File: config.mk
export PLATFORM = sky130hd
export DESIGN_NAME = fpu_op_scheduler
export DESIGN_NICKNAME = d
export VERILOG_FILES = /design/src/rtl/fpu_op_scheduler.sv
export SDC_FILE = /design/constraint.sdc
export NUM_CORES = 1
export LEC_CHECK = 0
export BUFFER_PORTS_ARGS = -buffer_cell sky130_fd_sc_hd__buf_2
export CAP_MARGIN = 10
export CORE_AREA = 2 2 146 148
export DETAILED_ROUTE_END_ITERATION = 10
export DIE_AREA = 0 0 148 150
export SETUP_SLACK_MARGIN = 0.4
export SLEW_MARGIN = 20
export SYNTH_ARGS = -nofsm -noshare
export SYNTH_HDL_FRONTEND = slang
export SYNTH_SLANG_ARGS = --single-unit
File: constraint.sdc
create_clock -name CLK -period 2.7 [get_ports CLK]
set_clock_uncertainty 0.1 [all_clocks]
set_input_delay 0.27 -clock CLK [delete_from_list [all_inputs] [get_ports CLK]]
set_output_delay 0.27 -clock CLK [all_outputs]
set_load 0.005 [all_outputs]
File: src/rtl/fpu_op_scheduler.sv
// fpu_op_scheduler: shares one combinational fpu between the CPU FP pipeline
// (port 0) and the neuron-update engine (port 1). A round-robin winner's
// operands are latched onto the fpu inputs and held for a per-op latency.
// After that latency the fpu result is captured and returned to the owning
// port.
//
// Handshake (both request and response sides): a transfer happens on a rising
// edge where VALID and READY are both high. The producer holds VALID and
// payload stable until that edge. REQn_READY is combinational and is high only
// in IDLE, only for the granted port, and never while RESET is high.
// RESPn_VALID is registered and stays high, with RESP_RESULT stable, until the
// owner's RESPn_READY is seen.
//
// Every LAT_* parameter must lie in 1..15 (4-bit latency counter).
module fpu_op_scheduler #(
  parameter int LAT_BASIC = 1,
  parameter int LAT_MUL   = 3,
  parameter int LAT_DIV   = 8,
  parameter int LAT_FUSED = 4
) (
  input  logic        CLK,
  input  logic        RESET,
  input  logic        REQ0_VALID,
  output logic        REQ0_READY,
  input  logic [31:0] REQ0_DATA1,
  input  logic [31:0] REQ0_DATA2,
  input  logic [31:0] REQ0_DATA3,
  input  logic [4:0]  REQ0_SELECT,
  input  logic        REQ1_VALID,
  output logic        REQ1_READY,
  input  logic [31:0] REQ1_DATA1,
  input  logic [31:0] REQ1_DATA2,
  input  logic [31:0] REQ1_DATA3,
  input  logic [4:0]  REQ1_SELECT,
  output logic        RESP0_VALID,
  input  logic        RESP0_READY,
  output logic        RESP1_VALID,
  input  logic        RESP1_READY,
  output logic [31:0] RESP_RESULT,
  output logic [31:0] FPU_DATA1,
  output logic [31:0] FPU_DATA2,
  output logic [31:0] FPU_DATA3,
  output logic [4:0]  FPU_SELECT,
  input  logic [31:0] FPU_RESULT,
  output logic        BUSY,
  output logic [1:0]  dbg_state
);

  typedef enum logic [1:0] {
    IDLE = 2'd0,
    EXEC = 2'd1,
    DONE = 2'd2
  } state_t;

  state_t      state;
  logic        ptr;
  logic        owner;
  logic [3:0]  cnt;

  logic        grant1;
  logic        accept;
  logic [31:0] d1_in;
  logic [31:0] d2_in;
  logic [31:0] d3_in;
  logic [4:0]  sel_in;

  // Latency budget for an op code; undefined codes fall into the basic class.
  function automatic logic [3:0] lat_of(input logic [4:0] sel);
    logic [3:0] lat;
    lat = 4'(LAT_BASIC);
    if (sel == 5'b00011)
      lat = 4'(LAT_MUL);
    else if (sel == 5'b00100)
      lat = 4'(LAT_DIV);
    else if (sel >= 5'b01110 && sel <= 5'b10001)
      lat = 4'(LAT_FUSED);
    return lat;
  endfunction

  // Round-robin grant and request-side READY; reset blocks any accept.
  always_comb begin
    grant1     = REQ1_VALID & (~REQ0_VALID | ptr);
    accept     = ~RESET & (state == IDLE) & (REQ0_VALID | REQ1_VALID);
    REQ0_READY = accept & ~grant1;
    REQ1_READY = accept & grant1;
    d1_in      = grant1 ? REQ1_DATA1  : REQ0_DATA1;
    d2_in      = grant1 ? REQ1_DATA2  : REQ0_DATA2;
    d3_in      = grant1 ? REQ1_DATA3  : REQ0_DATA3;
    sel_in     = grant1 ? REQ1_SELECT : REQ0_SELECT;
  end

  // Scheduler FSM: latch winner, count down latency, capture, hand back.
  always_ff @(posedge CLK) begin
    if (RESET) begin
      state       <= IDLE;
      ptr         <= 1'b0;
      owner       <= 1'b0;
      cnt         <= 4'd0;
      RESP_RESULT <= 32'd0;
      FPU_DATA1   <= 32'd0;
      FPU_DATA2   <= 32'd0;
      FPU_DATA3   <= 32'd0;
      FPU_SELECT  <= 5'd0;
      RESP0_VALID <= 1'b0;
      RESP1_VALID <= 1'b0;
      BUSY        <= 1'b0;
    end else begin
      case (state)
        IDLE: begin
          if (accept) begin
            owner      <= grant1;
            FPU_DATA1  <= d1_in;
            FPU_DATA2  <= d2_in;
            FPU_DATA3  <= d3_in;
            FPU_SELECT <= sel_in;
            cnt        <= lat_of(sel_in) - 4'd1;
            BUSY       <= 1'b1;
            state      <= EXEC;
          end
        end
        EXEC: begin
          // FPU_* regs are untouched here so the fpu paths see stable inputs.
          if (cnt != 4'd0) begin
            cnt <= cnt - 4'd1;
          end else begin
            RESP_RESULT <= FPU_RESULT;
            RESP0_VALID <= ~owner;
            RESP1_VALID <= owner;
            state       <= DONE;
          end
        end
        DONE: begin
          // Only the owner's READY completes the op; the other is ignored.
          if (owner ? RESP1_READY : RESP0_READY) begin
            RESP0_VALID <= 1'b0;
            RESP1_VALID <= 1'b0;
            BUSY        <= 1'b0;
            ptr         <= ~owner;
            state       <= IDLE;
          end
        end
        default: state <= IDLE;
      endcase
    end
  end

  assign dbg_state = state;

endmodule

==> impl_metrics.toml, run 1 <==
[run_status]
status = "finished clean"

[worst_setup_path]
worstPathCellList = "nand2b_1, and2_4, buf_12, nor3_1, buf_2"
max_stage_delay_ns = 0.32
crit_type = "reg2out"
cp-end-kind = "primary output"
critical_path.slowest_cell = "dfxtp_1"
critPathArrivalTime_ns = 1.82
startpoint_type = "flop"
cp.required_ns = 2.33
path_max_fanout = 80

[grt]
groute.usage.overall_pct = 19.1
grt-ovfl-total = 0
grt_pass1_wl_um = 34500
grt_antenna_before_repair = 2
grt_pass1_vias = 6928
grt_max_degree = 124

[clocking]
clkSinkCount = 144
cts.clk_slew.worst_paths_ns = 0.07
cts_setup_buffers = 0
cts_buffers = 17
h-tree-depth = 4
insertion_delay_ns = 0.41
cts_root_buffer = "clkbuf_16"
cts_tree = "done"
clock_path_buffers = 2

[floorplan]
row_count = 53
initial_core_util_pct = 29.7
die_x_um = 148
pin_count = 380
die_y_um = 150
die_area_mm2 = 0.0222
core-area_mm2 = 0.0207

[sta]
max_freq_mhz = 458
min_period_ns = 2.19
final_hold_viol_count = 0
rsz0062_at_grt = "no"
tightestPinTransition_ns = 0.767
tns_ns = 0
slew_headroom_pct = 48.9
maxSlewViolCount = 0
setup_viol = 0
period_share_pct = 81.0

[logic_synthesis]
yosys-top-cells-area = "dfxtp_1 (47%), nand2_1 (17%), a311oi_1 (15%)"
syn_inst = 801
async_flop_share_pct = 0
ys_types = 41
synth_top_area_cell = "dfxtp_1"
syn_nets = 1042
synth_top_area_share_pct = 46.9
synth_commonest_cells = "nand2_1 (275), dfxtp_1 (144), nor2_1 (112)"
synth-seq-cells = 144
syn_area_mm2 = 0.00615
ys.flop_type = "dfxtp_1"
syn_area_per_cell_um2 = 7.68
yosysSeqAreaShare_pct = 46.9
synth_edf_count = 0
synth.most_common_cell = "nand2_1"
ys.warnings.count = 0

[worst_hold_path]
min_path_type = "in2reg"

[power]
power_density_mw_per_mm2 = 748
vdd_drop_max_uv = 332
p_leak_nw = 4.74

[routing]
vias_per_cell = 4.74
wl_per_cell_um = 14.5
dr.pass1.iters = 4
route.detailed.drc = 0
vias = 7388
drtIter0Drc = 314
ant_nets = 0
routed_wl_um = 22700

[flow_run]
cap_violations = 0

[cells_and_area]
nFillCells = 2002
final_util_pct = 48.7
area_growth_pct = 63.7
design_area_mm2 = 0.0101
final_nets = 1511
drive_gt1_share_pct = 33.7

[placement]
hpwl_um = 14800
io_buffer_count = 379
gp_congestion = 0.823
dpl_cell_area_mm2 = 0.00819
-- kinds of logic (layout without fill, tap and decap cells) --
kind of cell    count (synthesis)  after routing  share of synthesized area, %
compound gates                157            157                          19.6
fa+ha+maj                       1              1                         0.203
flops                         144            144                          46.9
mux                             2              2                         0.325
buf+inv                        73            555                          5.45
other cells                     0              2                             0
simple gates                  424            424                          27.6
-- report_power, final --
group	internal [mW]	total [mW]	switching (mW)
Sequential	2.60	2.84	0.241
Combinational	1.08	2.43	1.36
Clock	1.24	2.26	1.03
Total	4.91	7.54	2.62
-- worst max-delay path, delay by kind of cell (launching register included) --
kind	cells	cell delay, ns
buffers and inverters	2	0.32
DFF	1	0.32
and+or+nand+nor	3	0.65
-- placed cells by master, fill, tap and decap left out, types with 3 or more instances in the layout --
cell             n
buf_2          378
nand4_1          3
nor2_1         112
a21oi_1         42
nand3_1          6
dfxtp_1        144
clkinvlp_4       3
clkbuf_16       17
nor3_1           4
inv_6            6
inv_1            3
buf_4            9
inv_8            3
a311oi_1       102
nand2_1        275
o21ai_0          4
nand2b_1         3
buf_12           3
dlygate4sd3_1  130
-- sequential cells by signal, indices dropped and copies added (netlist names) --
signal	count
BUSY	1
FPU_DATA1	32
FPU_DATA2	32
FPU_DATA3	32
FPU_SELECT	5
RESP0_VALID	1
RESP1_VALID	1
RESP_RESULT	32
cnt	4
dbg_state	2
owner	1
ptr	1
-- worst paths after layout --
check	start	end	slack [ns]	cells past startpoint
worst max register to register	dbg_state[1]	cnt[2]	0.63	8
worst min-delay path	REQ1_DATA3[27]	FPU_DATA3[27]	0.009	3
worst min register to register	RESP_RESULT[24]	RESP_RESULT[24]	0.35	2
worst max-delay path	ptr	REQ0_READY	0.51	5
-- per-stage QoR --
stage	worst slack (ns)	power, mW	hold slack [ns]	instances
2_1_floorplan	0.806	4.24	0.306	801
3_3_place_gp	0.563	5.15	0.340	1396
3_5_place_dp	0.534	5.17	0.344	1396
4_1_cts	0.454	7.60	0.000193	1558
5_1_grt	0.442	8.01	0.00343	1560
6_report	0.514	7.54	0.00913	1560
-- routing by layer --
metal,global-route usage [%],wire length [um],vias up
li1,-,-,3704
met1,22.3,8950,3344
met2,32.7,11400,288
met3,5.30,1550,52
met4,8.86,805,0
met5,0,0,-
-- layout make-up --
class	instances	area, um2	share of cell area [%]
antenna	2	5.00	0.0497
clock buffer	18	439	4.36
clock inverter	14	123	1.22
inverter	3	11.3	0.112
multi-input combinational	584	2950	29.2
sequential	144	2880	28.6
tap	275	344	3.42
timing repair buffer	520	3320	33.0
-- repair_timing --
action                                  CTS  global route
endpoints found under the hold margin    99             0
hold buffers                            130             0
endpoints found under the setup margin    1             1
cloned                                    0             0
resized for setup                         2             1
(Power assumes the default switching activity.)
==> run 2: changes to the inputs <==
ABC_AREA = 1   (was unset)
CORE_AREA = 2 2 148 150   (was 2 2 146 148)
DIE_AREA = 0 0 150 152   (was 0 0 148 150)
clock period = 1.9 ns   (was 2.7 ns; I/O delays follow)
==> impl_metrics.toml, run 2 <==
[cells_and_area]
design_area_mm2 = 0.0124
area_growth_pct = 112
final_common_cell = "buf_2"
instances_no_fill = 1759
layout_common_cells = "buf_2 (376), nand2_1 (308), dlygate4sd3_1 (224), dfxtp_1 (140), a31oi_1 (95)"
final_nets = 1705
drive_gt1_share_pct = 39.4

[floorplan]
pin_count = 380
initial_core_util_pct = 27.5
core-area_mm2 = 0.0214
row_count = 54
die_y_um = 152
die_x_um = 150
die_area_mm2 = 0.0228

[placement]
io_buffer_count = 379
post-place-ws_ns = 0.0910
dp.cells = 1442
dpl_cell_area_mm2 = 0.00815
gp_congestion = 0.852
hpwl_um = 15000

[logic_synthesis]
synth_top_area_cell = "dfxtp_1"
yosysSeqAreaShare_pct = 49.1
synth_commonest_cells = "nand2_1 (341), dfxtp_1 (144), a31oi_1 (96)"
ys.flop_type = "dfxtp_1"
synth_top_area_share_pct = 49.1
async_flop_share_pct = 0
ys.warnings.count = 0
yosys-top-cells-area = "dfxtp_1 (49%), nand2_1 (22%), a31oi_1 (10%)"
syn_nets = 1056
synth_edf_count = 0
syn_area_per_cell_um2 = 7.20
ys_types = 22
synth-seq-cells = 144
syn_area_mm2 = 0.00587
synth.most_common_cell = "nand2_1"
syn_inst = 815

[grt]
groute.usage.overall_pct = 23.0
grt_antenna_before_repair = 3
grt_pass1_wl_um = 41600
grt_pass1_vias = 8498
grt-ovfl-total = 0
grt_max_degree = 102

[worst_setup_path]
cp.required_ns = 2.10
path_max_fanout = 8
critPathArrivalTime_ns = 1.99
crit_type = "reg2reg"
crit_start = "ptr"
cp-end-kind = "flop"
startpoint_type = "flop"
r2r_start = "ptr"

[worst_hold_path]
min_path_type = "in2reg"
hold_start = "RESP1_READY"

[clocking]
cts_buffers = 17
cts.clk_slew.worst_paths_ns = 0.06
cts_root_buffer = "clkbuf_16"
clock_path_buffers = 2
h-tree-depth = 4
clkSinkCount = 144
insertion_delay_ns = 0.41
cts_tree = "done"

[sta]
tightestPinTransition_ns = 0.601
final_hold_viol_count = 0
maxSlewViolCount = 0
max_freq_mhz = 557
slew_headroom_pct = 59.9
tns_ns = 0
min_period_ns = 1.79
setup_viol = 0
setup_ws_ns = 0.105
rsz0062_at_grt = "yes"
period_share_pct = 94.5

[power]
power_density_mw_per_mm2 = 772
p_leak_nw = 5.75
vdd_drop_max_uv = 517

[routing]
vias = 8563
ant_nets = 0
drtIter0Drc = 575
dr.pass1.iters = 5
route.detailed.drc = 0
routed_wl_um = 30400
vias_per_cell = 4.87
wl_per_cell_um = 17.3

[flow_run]
cap_violations = 0

[run_status]
status = "finished clean"
-- run 2: worst paths after layout --
path / to / slack [ns] / cells past startpoint
max: cnt[2] / 0.11 / 15
min: dbg_state[1] / 0.1 / 6
max reg2reg: cnt[2] / 0.11 / 15
min reg2reg: FPU_DATA3[14] / 0.39 / 2
-- run 2: what timing repair did --
item | in CTS | in global routing
gates cloned | 8 | 16
gates resized for setup | 35 | 155
hold buffers | 224 | 0
setup endpoints to repair | 138 | 139
buffers inserted | 24 | 11
pin swaps | 14 | 80
hold endpoints to repair | 128 | 0
-- run 2: critical path: stages, from the launching register on --
cell	delay, ns
dfxtp_2	0.33
inv_2	0.05
nand2_4	0.08
buf_6	0.13
nand3b_1	0.08
nand2_1	0.10
nand2_2	0.07
nor2_1	0.09
nand3_1	0.07
nand2_1	0.08
inv_1	0.07
ha_4	0.16
nand3_1	0.07
nand3_1	0.08
o211ai_1	0.09
inv_1	0.05
-- run 2: area by class of cell --
class                   instances  area (um2)
clock inverters                12         183
fillers                      1697        8900
multi-input cells             588        2980
flip-flops and latches        144        2900
diodes                          3        7.51
inverters                      30         125
clock buffers                  19         433
repair buffers                682        5460
well taps                     280         350
repair inverters                1        16.3
-- run 2: per-layer routing --
layer	up-vias	routed length, um	part of all wire, %	GRT usage, %
met5	-	0	0	0
met4	0	1290	4.2	11.8
met3	117	2890	9.5	8.41
met2	539	14900	49	39.1
met1	3930	11300	37	24.8
li1	3977	-	-	-
-- run 2: logic make-up (layout without fill, tap and decap cells) --
family	after synthesis	in the layout	synth area share, %
fa+ha+maj	1	1	0.213
simple gates	438	439	29.3
flops	144	144	49.1
buf+inv	84	744	6.40
compound gates	148	148	15.0
other cells	0	3	0
-- run 2: report_power, final --
part           leakage (nW)  internal, mW  switching, mW
Sequential             1.18          3.32          0.184
Clock                 0.290          2.20           1.35
Combinational          4.28          1.37           1.20
Total                  5.75          6.88           2.73
-- run 2: stage by stage --
step           power (mW)  util [%]  hold WS (ns)
2_1_floorplan        4.25         -         0.225
3_3_place_gp         5.06      38.2         0.319
3_5_place_dp         5.06      38.2         0.322
4_1_cts              9.18      54.0        0.0794
5_1_grt              10.0      58.3         0.141
6_report             9.61      58.3        0.0958
